==> src/rtl/lc4_divider_seq.sv <==
// Sequential 16-bit unsigned restoring divider with valid/ready request side and
// valid/ack result side. Fixed latency of 16 iteration cycles after accept.
module lc4_divider_seq (
  input  logic        clk,
  input  logic        rst_n,
  input  logic        i_valid,
  input  logic [15:0] i_dividend,
  input  logic [15:0] i_divisor,
  output logic        o_ready,
  output logic        o_valid,
  input  logic        i_ack,
  output logic [15:0] o_quotient,
  output logic [15:0] o_remainder
);

  typedef enum logic [1:0] {StIdle, StBusy, StDone} state_e;

  state_e      state_q;
  logic [15:0] div_q;
  logic [15:0] dvs_q;
  logic [15:0] rem_q;
  logic [15:0] quo_q;
  logic [3:0]  cnt_q;
  logic        ready_q;
  logic        valid_q;
  logic [15:0] quotient_q;
  logic [15:0] remainder_q;

  logic [15:0] shifted;
  logic        take;
  logic [15:0] rem_step;
  logic [15:0] quo_step;

  // rem_q[15] is the bit shifted out of the 16-bit window; when set the true
  // partial remainder exceeds any divisor, and the wrapped 16-bit difference is exact.
  always_comb begin
    shifted  = {rem_q[14:0], div_q[15]};
    take     = rem_q[15] | (shifted >= dvs_q);
    rem_step = take ? (shifted - dvs_q) : shifted;
    quo_step = {quo_q[14:0], take};
  end

  always_ff @(posedge clk) begin
    if (!rst_n) begin
      state_q     <= StIdle;
      div_q       <= '0;
      dvs_q       <= '0;
      rem_q       <= '0;
      quo_q       <= '0;
      cnt_q       <= '0;
      ready_q     <= 1'b1;
      valid_q     <= 1'b0;
      quotient_q  <= '0;
      remainder_q <= '0;
    end else begin
      unique case (state_q)
        StIdle: begin
          if (i_valid) begin
            div_q   <= i_dividend;
            dvs_q   <= i_divisor;
            rem_q   <= '0;
            quo_q   <= '0;
            cnt_q   <= '0;
            ready_q <= 1'b0;
            state_q <= StBusy;
          end
        end
        StBusy: begin
          div_q <= {div_q[14:0], 1'b0};
          rem_q <= rem_step;
          quo_q <= quo_step;
          cnt_q <= cnt_q + 4'd1;
          if (cnt_q == 4'd15) begin
            // Divide-by-zero reports 0/0 rather than the raw all-ones quotient.
            quotient_q  <= (dvs_q == 16'd0) ? 16'd0 : quo_step;
            remainder_q <= (dvs_q == 16'd0) ? 16'd0 : rem_step;
            valid_q     <= 1'b1;
            state_q     <= StDone;
          end
        end
        StDone: begin
          if (i_ack) begin
            valid_q <= 1'b0;
            ready_q <= 1'b1;
            state_q <= StIdle;
          end
        end
        default: begin
          ready_q <= 1'b1;
          valid_q <= 1'b0;
          state_q <= StIdle;
        end
      endcase
    end
  end

  assign o_ready     = ready_q;
  assign o_valid     = valid_q;
  assign o_quotient  = quotient_q;
  assign o_remainder = remainder_q;

endmodule
==> config.mk <==
export PLATFORM = sky130hd
export DESIGN_NAME = lc4_divider_seq
export DESIGN_NICKNAME = d
export VERILOG_FILES = /design/src/rtl/lc4_divider_seq.sv
export SDC_FILE = /design/constraint.sdc
export NUM_CORES = 1
export LEC_CHECK = 0
export BUFFER_PORTS_ARGS = -buffer_cell sky130_fd_sc_hd__buf_2
export CAP_MARGIN = 0
export CORE_ASPECT_RATIO = 0.75
export CORE_MARGIN = 3
export CORE_UTILIZATION = 57
export CTS_BUF_LIST = sky130_fd_sc_hd__clkbuf_16
export DETAILED_ROUTE_END_ITERATION = 6
export PLACE_DENSITY = 0.79
export REMOVE_ABC_BUFFERS = 1
export SLEW_MARGIN = 20
export SYNTH_ARGS = -nofsm -noshare
export SYNTH_HDL_FRONTEND = slang
export SYNTH_SLANG_ARGS = --single-unit
==> constraint.sdc <==
create_clock -name clk -period 3.1 [get_ports clk]
set_input_delay 0.155 -clock clk [delete_from_list [all_inputs] [get_ports clk]]
set_output_delay 0.155 -clock clk [all_outputs]
set_load 0.05 [all_outputs]
Word-level counts from Yosys, hierarchy flattened
Index checks and enable logic that the tools add are counted.

Input port bits: 36. Output and inout port bits: 34. Register bits after elaboration: 103. Logic and storage cells: 51.

Eq/ne operators: 6. Bitwise logic cells: 3. Reductions and logical operators: 9. Magnitude comparators: 1. Add/subtract/negate cells: 2. Muxes and demuxes: 20.

Operators with widths (count): 16-bit two-way mux (5); 16-bit one-hot mux with 2 select lines (2); 15-bit one-hot mux with 2 select lines (1); 16-bit >= comparator (1); 16-bit zero test (1); 16-bit subtractor (1); 3-bit AND reduction (3); 4-bit one-hot mux with 2 select lines (1); 2-bit two-way mux (3); 2-bit inequality test, second input constant (3); 1-bit one-hot mux with 3 select lines (2); 2-bit one-hot mux with 3 select lines (1); 2-bit AND reduction (3); 4-bit by 1-bit adder with 4-bit output, second input constant (1); 4-bit equality test, second input constant (1); 1-bit two-way mux (4); 4-bit two-way mux (1); 2-bit by 1-bit equality test with 1-bit output, second input constant (1); 2-bit equality test, second input constant (1); 2-bit zero test (1); 1-bit NOT (2); 2-bit nonzero test (1); 1-bit OR (1).

Depth between registers and ports, before layout
Gate-level depths: netlist of run 1.

Word-level depth: 4. Depth in mapped cells: 11. Depth with buffers taken out: 10.

Worst setup path before layout of run 1
OpenSTA, ideal clock, no wires.

Kind: register to register. Start: register div_q[15]. End: register rem_q[15]. Path slack: 0.767 ns. Library setup time: 0.127 ns. Required time: 2.973 ns. Arrival time: 2.206 ns. Cell stages (with the launch flop): 12. Clock period less this slack: 2.333 ns. Buffers on the path: 1. Cells stage by stage: dfxtp_1 inv_1 ha_1 fa_1 nand2b_1 a211oi_4 o21ai_2 nand3_2 nand2_2 buf_12 nor4_2 o31ai_1.

Word-level cells in the longest chain between the ends: 4. Elaborated cells between the ends (all ways): 5. Classes of those cells: 1 x add/sub; 1 x order compare; 2 x mux; 1 x bitwise.

Ends and longest elaborated chain: start: declaration (line 19) `logic [15:0] div_q;`; start signal: assignment (line 59) `div_q <= i_dividend;`; start signal: assignment (line 69) `div_q <= {div_q[14:0], 1'b0};`; 16-bit >= comparator (line 38) `take = rem_q[15] | (shifted >= dvs_q);`; 1-bit OR (line 38); 16-bit two-way mux * (line 39) `rem_step = take ? (shifted - dvs_q) : shifted;`; 16-bit one-hot mux with 2 select lines * (line 56) `unique case (state_q)`; end signal: assignment (line 70) `rem_q <= rem_step;`; end: declaration (line 21) `logic [15:0] rem_q;`.

Mark *: on every way between the ends. The rest lies on a longest branch, timed or not. A chain may end at the register's enable or synchronous reset.

Worst setup path after layout of run 1
Start: register div_q[15]. End: register rem_q[4].

Same word-level chain as after synthesis.

==> impl_metrics.yaml, run 1 <==
status:
  status: "complete, no violations"
clock_tree:
  postCtsSetupBuffers: 0
  cts-resized-gates: 0
  cts.sinks: 103
  clkTransAtPathRegs_ns: 0.07
  cts_tree: "done"
  cts_buffer_depth: 2
  clock_latency_ns: 0.36
  numCtsBuffers: 9
  htreeDepth: 3
  ctsHoldBuffers: 0
  cts-root-buf: "clkbuf_16"
power_and_ir_drop:
  irDropWorstVdd_v: 0.000555
  pwr_density_cell_nw_per_um2: 931
  p_leak_uw: 0.00229
synth:
  synth_top_cell_by_area: "dfxtp_1"
  async_flop_share: 0
  synth_edf_count: 0
  synth.cell_area_um2: 4910
  avgSynthCellArea_um2: 8.77
  synth_area_leaders: "dfxtp_1, nand2_1, a21boi_0"
  synthCells: 560
  ys_types: 61
  synth-main-ff-cell: "dfxtp_1"
  ys_seq_area_frac: 0.420
  synth_top_area_share: 0.420
  yosys_warnings: 0
  ys_ff_latch: 103
critical_path:
  crit_type: "reg2reg"
  cp.arrival_ns: 2.93
  cp_top_family: "adder cells"
  startpoint_type: "register"
  path_buf_inv: 2
  end_kind: "register"
  crit_chain: "inv_1, ha_1, fa_1, nand2b_1, a211oi_4, o21ai_2, nand3_2, nand2_2, buf_4, mux2i_1, o21ai_1"
  worst-path-max-fanout: 11
  max_stage_delay_ns: 0.39
  worstPathRequired_ns: 3.31
  slowest_stage: "fa_1"
global_route:
  grt_pass1_wl_um: 19600
  antenna_found_initial: 0
  grt_pass1_vias: 3984
  gr-total-overflow: 0
  gr-usage-all-layers: 0.250
  grt_max_degree: 63
cells_and_area:
  area_delta_synth_final_pct: 14.7
  num-fill-cells: 643
  n_antenna_cell: 0
  final_common_cell: "nand2_1"
  multiInputGateArea_um2: 2620
  final_cells: 727
  fin_nets: 671
  register_area_um2: 2060
  drive_above_1_share: 0.183
  mostFrequentLayoutCells: "nand2_1, dfxtp_1, buf_2"
timing:
  fin_hold_ws_ns: 0.0452
  max_freq_mhz: 368
  finalCritPeriodShare: 0.877
  hold_violations: 0
  slew_headroom: 0.501
  grt_setup_unrepaired: "no"
  slew_violations: 0
  setup_violations: 0
  fin_worst_skew_ns: 0.00646
  tightest_slew_ns: 0.747
  min_period_ns: 2.72
floorplan:
  die_x_um: 113
  die_h_um: 86.4
  start_util: 0.604
  pin_count: 70
  die-area_um2: 9770
  core_area_um2: 8130
  std_cell_rows: 28
flow_run:
  maxCapViolations: 0
placed_design:
  port_buffers: 69
  gp_congestion: 0.886
  dp_hpwl_um: 8300
  placedCellCount: 711
drt:
  avgRoutedWirePerCell_um: 16.6
  num_vias: 4264
  first_pass_iters: 5
  drc_errors: 0
  wl_um: 12100
  drt-initial-drc-count: 317
  viasPerCell: 5.87
  antenna_left: 0
min_path:
  hold_class: "in2reg"
-- cell usage after synthesis (5+ instances only) --
| cell | n |
|---|---|
| dfxtp_1 | 103 |
| nor2b_1 | 19 |
| o31ai_1 | 5 |
| nand2_1 | 104 |
| inv_1 | 21 |
| a21boi_0 | 48 |
| o21ai_1 | 29 |
| clkbuf_1 | 24 |
| nor2_1 | 19 |
| o21a_1 | 5 |
| o21ai_0 | 10 |
| nand2b_1 | 6 |
| ha_1 | 17 |
| a22oi_1 | 29 |
| a21oi_1 | 10 |
| xnor2_1 | 12 |
| nand3_1 | 17 |
| mux2i_1 | 12 |
-- registers in the layout, summed over array words and instances (netlist names), 2 cells and up --
| signal | cells |
|---|---|
| div_q | 16 |
| dvs_q | 16 |
| o_quotient | 16 |
| o_remainder | 16 |
| rem_q | 16 |
| quo_q | 15 |
| cnt_q | 4 |
| state_q | 2 |
-- area by class of cell --
cell class / count / share of cell area
inverters: 21 / 0.0140
multi-input cells: 404 / 0.465
flip-flops and latches: 103 / 0.366
well taps: 105 / 0.0233
clock inverters: 7 / 0.0184
repair buffers: 78 / 0.0733
clock buffers: 9 / 0.0400
-- metrics by stage --
stage / setup WS, ns / setup TNS [ns] / instance area [um2] / utilization / power (uW)
finish: 0.381 / 0 / 5630 / 0.693 / 5240
global route: 0.200 / 0 / 5630 / 0.693 / 5530
CTS: 0.390 / 0 / 5630 / 0.693 / 5200
detailed placement: 0.421 / 0 / 5300 / 0.652 / 3950
global placement: 0.584 / 0 / 5300 / 0.652 / 3870
floorplan: -0.538 / -10.66 / 4750 / - / 3440
-- path summary, 6_finish.rpt --
path	from	slack [ns]	cells after the start	to
setup reg to reg	div_q[15]	0.38	11	rem_q[4]
hold / removal	i_divisor[9]	0.05	3	dvs_q[9]
setup / recovery	div_q[15]	0.38	11	rem_q[4]
hold reg to reg	o_remainder[9]	0.45	2	o_remainder[9]
-- kinds of logic (layout without fill, tap and decap cells) --
logic type,after synthesis,in the layout,synth area share
compound gates,164,164,0.239
xor+xnor,14,14,0.0250
fa+ha+maj,18,18,0.0474
buf+inv,53,115,0.0482
flops,103,103,0.420
mux,14,14,0.0306
simple gates,194,194,0.190
-- worst register-to-register path, stage by stage, from the launching register on --
cell and delay, ns:
dfxtp_1 0.33, inv_1 0.06, ha_1 0.22, fa_1 0.39
nand2b_1 0.22, a211oi_4 0.28, o21ai_2 0.12, nand3_2 0.10
nand2_2 0.19, buf_4 0.28, mux2i_1 0.25, o21ai_1 0.13
-- power by group --
part           switching [uW]  leakage [uW]  total [uW]  internal (uW)
sequential               94.3      0.000836        1520           1430
combinational            1410       0.00130        2470           1060
clock                     533      0.000154        1250            718
-- layer usage --
layer	wire, um	share of wire	vias up	GRT usage
met5	0	0	-	0
met4	190	0.016	0	0.0819
met3	809	0.067	20	0.0719
met2	5410	0.45	130	0.387
met1	5650	0.47	2042	0.337
li1	-	-	2072	-
Note: power is estimated with default switching activity, not from simulation.
==> inputs of run 2 (changes only) <==
--- a/config.mk
+++ b/config.mk
@@ -5,14 +5,17 @@
 export SDC_FILE = /design/constraint.sdc
 export NUM_CORES = 1
 export LEC_CHECK = 0
+export ABC_AREA = 1
 export BUFFER_PORTS_ARGS = -buffer_cell sky130_fd_sc_hd__buf_2
 export CAP_MARGIN = 0
+export CELL_PAD_IN_SITES_DETAIL_PLACEMENT = 0
+export CELL_PAD_IN_SITES_GLOBAL_PLACEMENT = 1
 export CORE_ASPECT_RATIO = 0.75
 export CORE_MARGIN = 3
-export CORE_UTILIZATION = 57
+export CORE_UTILIZATION = 41
 export CTS_BUF_LIST = sky130_fd_sc_hd__clkbuf_16
 export DETAILED_ROUTE_END_ITERATION = 6
-export PLACE_DENSITY = 0.79
+export PLACE_DENSITY = 0.8
 export REMOVE_ABC_BUFFERS = 1
 export SLEW_MARGIN = 20
 export SYNTH_ARGS = -nofsm -noshare
==> run 2 against run 1 <==
Non-clock buffer count fell by 3. Critical path depth rose by 4. Global-route usage fell by 6.7 points. Area after synthesis barely moved. Total power fell by 26%. Final area rose by 0.36%. Combinational power fell by 48%. Sequential cell count did not move. Clock skew fell by 0.0013 ns. Register-to-register slack improved by 0.21 ns. Largest cell class unchanged.
==> impl_metrics.yaml, run 2 <==
global_route:
  grt_pass1_wl_um: 20000
  gr-total-overflow: 0
  grt_max_degree: 58
  gr-usage-all-layers: 0.182
  antenna_found_initial: 0
  grt_pass1_vias: 4163
clock_tree:
  ctsHoldBuffers: 0
  cts_buffer_depth: 2
  clkTransAtPathRegs_ns: 0.07
  cts_tree: "done"
  postCtsSetupBuffers: 0
  htreeDepth: 3
  cts.sinks: 103
  clock_latency_ns: 0.34
  numCtsBuffers: 9
  cts-resized-gates: 0
  cts-root-buf: "clkbuf_16"
min_path:
  min_path_cells: 3
  hold_class: "in2reg"
  hold_path.startpoint: "i_divisor[0]"
timing:
  grt_setup_unrepaired: "no"
  finalCritPeriodShare: 0.809
  setup_violations: 0
  fin_worst_skew_ns: 0.00516
  tightest_slew_ns: 0.980
  fin_hold_ws_ns: 0.0554
  setup_tns_ns: 0
  slew_headroom: 0.346
  min_period_ns: 2.51
  hold_violations: 0
  slew_violations: 0
  max_freq_mhz: 399
synth:
  synth_top_area_share: 0.420
  ys_seq_area_frac: 0.420
  yosys_warnings: 0
  synth.cell_area_um2: 4910
  synth.most_common_cell: "nand2_1"
  synthCells: 719
  ys_ff_latch: 103
  synth_area_leaders: "dfxtp_1, nand2_1, a21oi_1"
  synth-main-ff-cell: "dfxtp_1"
  synth_edf_count: 0
  synthTopCellsByCount: "nand2_1, dfxtp_1, a21oi_1"
  ys_types: 34
  async_flop_share: 0
  avgSynthCellArea_um2: 6.83
  synth_top_cell_by_area: "dfxtp_1"
status:
  status: "complete, no violations"
critical_path:
  reg2reg_depth: 15
  worst-path-stages: 15
  crit_chain: "inv_1, ha_1, fa_1, inv_1, nand2_1, nand2_1, nand3_1, nand3_1, nand2_1, nand2_2, inv_2, nand2_1, nand2_1, nand2_1, a21oi_1"
  end_kind: "register"
  cp_top_family: "simple AND/OR/NAND/NOR gates"
  worstPathRequired_ns: 3.29
  max_stage_delay_ns: 0.41
  crit_path_frequent_cell: "nand2_1"
  reg2reg_from: "div_q[15]"
  worst-path-max-fanout: 23
  cp.arrival_ns: 2.70
  slowest_stage: "fa_1"
  crit_type: "reg2reg"
  path_buf_inv: 3
  startpoint_type: "register"
  crit_path_start: "div_q[15]"
cells_and_area:
  mostFrequentLayoutCells: "nand2_1, dfxtp_1, a21oi_1"
  final_common_cell: "nand2_1"
  n_antenna_cell: 0
  final_util: 0.500
  multiInputGateArea_um2: 2440
  drive_above_1_share: 0.135
  num-fill-cells: 1188
  fin_nets: 825
  register_area_um2: 2060
  final_cells: 933
  area_delta_synth_final_pct: 15.1
power_and_ir_drop:
  p_leak_uw: 0.00248
  clockPowerShare: 0.292
  irDropWorstVdd_v: 0.000333
  switchingPower_uw: 1430
  p_comb_frac: 0.333
  seqPwrFrac: 0.374
  pwr_density_cell_nw_per_um2: 687
  p_total_uw: 3880
  swShare: 0.369
  intPower_uw: 2450
drt:
  first_pass_iters: 4
  wl_um: 12000
  drt-initial-drc-count: 271
  num_vias: 4562
  avgRoutedWirePerCell_um: 12.9
  antenna_left: 0
  drc_errors: 0
  viasPerCell: 4.89
floorplan:
  start_util: 0.434
  die_x_um: 132
  core_area_um2: 11300
  die-area_um2: 13300
  die_h_um: 101
  pin_count: 70
  std_cell_rows: 33
placed_design:
  placedCellCount: 917
  dp_hpwl_um: 8550
  port_buffers: 69
  gp_congestion: 0.855
flow_run:
  maxCapViolations: 0
[run 2: changes by cell type after synthesis, moves of 8 or more]
cell / change
nor2b_1: -19
mux2i_1: -12
nand2_1: +167
o21ai_1: -29
a21oi_1: +83
o21ai_0: +8
a22oi_1: -29
xnor2_1: -9
inv_1: +44
nand3_1: +25
buf_2: +9
a31oi_1: +13
a21boi_0: -48
[run 2: cells by family (layout without fill, tap and decap cells)]
family	count (synthesis)	count (layout)	synth area share
fa+ha+maj	18	18	0.0474
buf+inv	105	162	0.0851
xor+xnor	7	7	0.0125
flops	103	103	0.420
simple gates	355	355	0.292
compound gates	131	131	0.144
[run 2: per-stage QoR]
step	worst slack (ns)	instance area (um2)
2_1_floorplan	0.0112	4760
3_3_place_gp	0.733	5360
3_5_place_dp	0.618	5360
4_1_cts	0.606	5650
5_1_grt	0.357	5650
6_report	0.591	5650
[run 2: routing by layer]
metal | global-route usage | wire (um)
met5 | 0 | 0
met4 | 0.0479 | 129
met3 | 0.0429 | 548
met2 | 0.279 | 5170
met1 | 0.260 | 6170
[run 2: power groups by stage]
stage	sequential [uW]	combinational (uW)	clock, uW
global placement	1480	1260	0
floorplan	1470	978	0
finish	1450	1290	1130
detailed placement	1480	1280	0
global route	1460	1490	1210
CTS	1450	1290	1170
[run 2: final cells by class]
type,count,share of cell area
multi-input cells,511,0.432
flip-flops and latches,103,0.365
repair buffers,75,0.0691
inverters,71,0.0472
clock buffers,9,0.0398
well taps,157,0.0348
clock inverters,7,0.0126
[run 2: worst paths after layout]
kind	end	slack (ns)
max	rem_q[10]	0.59
min	dvs_q[0]	0.06
max reg2reg	rem_q[10]	0.59
min reg2reg	div_q[14]	0.46
[run 2: tightest hold or removal path, delay by kind of cell]
family                 cells  cell delay (ns)
AOI/OAI and AO/OA          1             0.07
and+or+nand+nor            1             0.07
buffers and inverters      1             0.07
==> inputs of run 3 (changes only) <==
--- a/config.mk
+++ b/config.mk
@@ -12,10 +12,10 @@
 export CELL_PAD_IN_SITES_GLOBAL_PLACEMENT = 1
 export CORE_ASPECT_RATIO = 0.75
 export CORE_MARGIN = 3
-export CORE_UTILIZATION = 41
+export CORE_UTILIZATION = 37
 export CTS_BUF_LIST = sky130_fd_sc_hd__clkbuf_16
 export DETAILED_ROUTE_END_ITERATION = 6
-export PLACE_DENSITY = 0.8
+export PLACE_DENSITY = 0.76
 export REMOVE_ABC_BUFFERS = 1
 export SLEW_MARGIN = 20
 export SYNTH_ARGS = -nofsm -noshare
==> constraint.sdc (replaced) <==
create_clock -name clk -period 2.2 [get_ports clk]
set_input_delay 0.11 -clock clk [delete_from_list [all_inputs] [get_ports clk]]
set_output_delay 0.11 -clock clk [all_outputs]
set_load 0.05 [all_outputs]
==> run 3 against run 2 <==
First-iteration DRC count rose by 14%. Die area rose by 10%. Critical path depth fell by 4. Sequential cell count did not move. Hold slack got worse by 0.046 ns. Final area rose by 5.2%. Final cell count rose by 2.5%. Clock skew rose by 0.0027 ns. Total power rose by 55%. Sequential share of layout area fell by 1.8 points. Fmax rose by 22%. Wire length rose by 3.4%. Critical path type unchanged. Largest power group is now combinational logic.
==> impl_metrics.yaml, run 3 (synthesized netlist as in run 2, its figures left out) <==
cells_and_area:
  fin_nets: 839
  final_util: 0.472
  final_cell_area_um2: 5950
  final_common_cell: "nand2_1"
  mostFrequentLayoutCells: "nand2_1, dfxtp_1, a21oi_1"
  drive_above_1_share: 0.172
  final_cells: 956
  area_delta_synth_final_pct: 21.1
  num-fill-cells: 1323
  n_antenna_cell: 0
critical_path:
  critPathCapture: "o_remainder[5]"
  startpoint_type: "register"
  cp.arrival_ns: 2.27
  max_stage_delay_ns: 0.33
  ff2ff_setup_slack_ns: 0.14
  end_kind: "register"
  crit_type: "reg2reg"
  worst-path-max-fanout: 12
  crit_chain: "inv_1, ha_1, or2_1, nand3_2, nand3_2, nand2_2, nand2_4, buf_12, or2_2, nand3_1, a21oi_1"
  worstPathRequired_ns: 2.41
  reg2reg_from: "dvs_q[3]"
  slowest_stage: "dfxtp_1"
  crit_path_start: "dvs_q[3]"
  reg2reg_depth: 11
  crit_path_frequent_cell: "nand3_2"
  r2r-end: "o_remainder[5]"
clock_tree:
  clkTransAtPathRegs_ns: 0.08
  clock_latency_ns: 0.35
  cts_tree: "done"
  numCtsBuffers: 9
  htreeDepth: 3
  cts-root-buf: "clkbuf_16"
  cts_buffer_depth: 2
  cts.sinks: 103
flow_run:
  maxCapViolations: 0
global_route:
  antenna_found_initial: 0
  grt_pass1_wl_um: 20700
  gr-total-overflow: 0
  gr-usage-all-layers: 0.171
  grt_pass1_vias: 4313
  grt_max_degree: 49
min_path:
  hold_class: "in2reg"
floorplan:
  die-area_um2: 14700
  die_h_um: 106
  pin_count: 70
  core_area_um2: 12600
  std_cell_rows: 35
  start_util: 0.389
  die_x_um: 139
status:
  status: "complete, no violations"
timing:
  fin_hold_ws_ns: 0.00984
  finalCritPeriodShare: 0.937
  slew_headroom: 0.535
  max_freq_mhz: 485
  tightest_slew_ns: 0.697
  fin_worst_skew_ns: 0.00790
  setup_violations: 0
  slew_violations: 0
  min_period_ns: 2.06
  hold_violations: 0
placed_design:
  gp_congestion: 0.850
  place_area_um2: 5490
  dp_hpwl_um: 8770
  port_buffers: 69
  placedCellCount: 937
drt:
  wl_um: 12400
  viasPerCell: 4.85
  drt-initial-drc-count: 308
  num_vias: 4640
  first_pass_iters: 6
  drc_errors: 0
  avgRoutedWirePerCell_um: 13.0
  antenna_left: 0
power_and_ir_drop:
  p_comb_frac: 0.357
  irDropWorstVdd_v: 0.000462
  pwr_density_cell_nw_per_um2: 1010
  clockPowerShare: 0.301
  intPower_uw: 3820
  swShare: 0.364
  seqPwrFrac: 0.342
  p_leak_uw: 0.00260
  switchingPower_uw: 2180
==> run 3: worst min path at each step <==
stage | startpoint | end | slack [ns] | cells past startpoint
after floorplan | rst_n | dvs_q[0] | 0.25 | 2
after global placement | i_dividend[0] | div_q[0] | 0.36 | 3
after detailed placement | i_divisor[0] | dvs_q[0] | 0.38 | 3
after CTS | i_divisor[0] | dvs_q[0] | 0.004 | 3
after global routing | i_dividend[2] | div_q[2] | 0.02 | 3
final | i_divisor[0] | dvs_q[0] | 0.01 | 3
==> run 3: worst max-delay path: cells and delay by family, from the launching register on <==
family / cells / cell delay, ns
AND/OR/NAND/NOR: 7 / 0.98
flip-flops: 1 / 0.33
adder cells (fa/ha/maj): 1 / 0.31
buffers and inverters: 2 / 0.24
AO/OA/AOI/OAI: 1 / 0.06
==> run 3: per-layer routing <==
metal / GRT usage / up-vias / routed length, um
li1: - / 2435 / -
met1: 0.246 / 2086 / 6420
met2: 0.255 / 108 / 5250
met3: 0.0440 / 11 / 616
met4: 0.0433 / 0 / 133
met5: 0 / - / 0
==> run 3: layout make-up <==
class	count	area, um2	share of cell area
flip-flops and latches	103	2060	0.347
inverters	71	269	0.0452
multi-input cells	511	2520	0.424
clock buffers	9	225	0.0379
repair buffers	89	547	0.0919
clock inverters	7	114	0.0191
well taps	166	208	0.0349
==> run 3: power by group through the flow <==
stage               registers (uW)  clock network [uW]  logic [uW]
global route                  2070                1930        2450
finish                        2050                1810        2140
global placement              2090                   0        1940
detailed placement            2090                   0        1960
CTS                           2050                1850        1990
floorplan                     2070                   0        1380
==> run 3: metrics by stage <==
stage	setup TNS, ns	total power (uW)	setup slack, ns
after detailed placement	0	4050	0.0114
after global routing	-0.0921	6440	-0.0195
after floorplan	-45.33	3450	-0.889
after CTS	0	5890	0.0211
after global placement	0	4030	0.0736
final	0	6000	0.139
==> run 3: repair_timing <==
action,4_1_cts,5_1_grt
resized for setup,1,21
pin swaps,0,3
gates cloned,0,1
buffers inserted,0,1
hold buffers,1,0
endpoints found under the setup margin,3,34
hold endpoints to repair,1,0
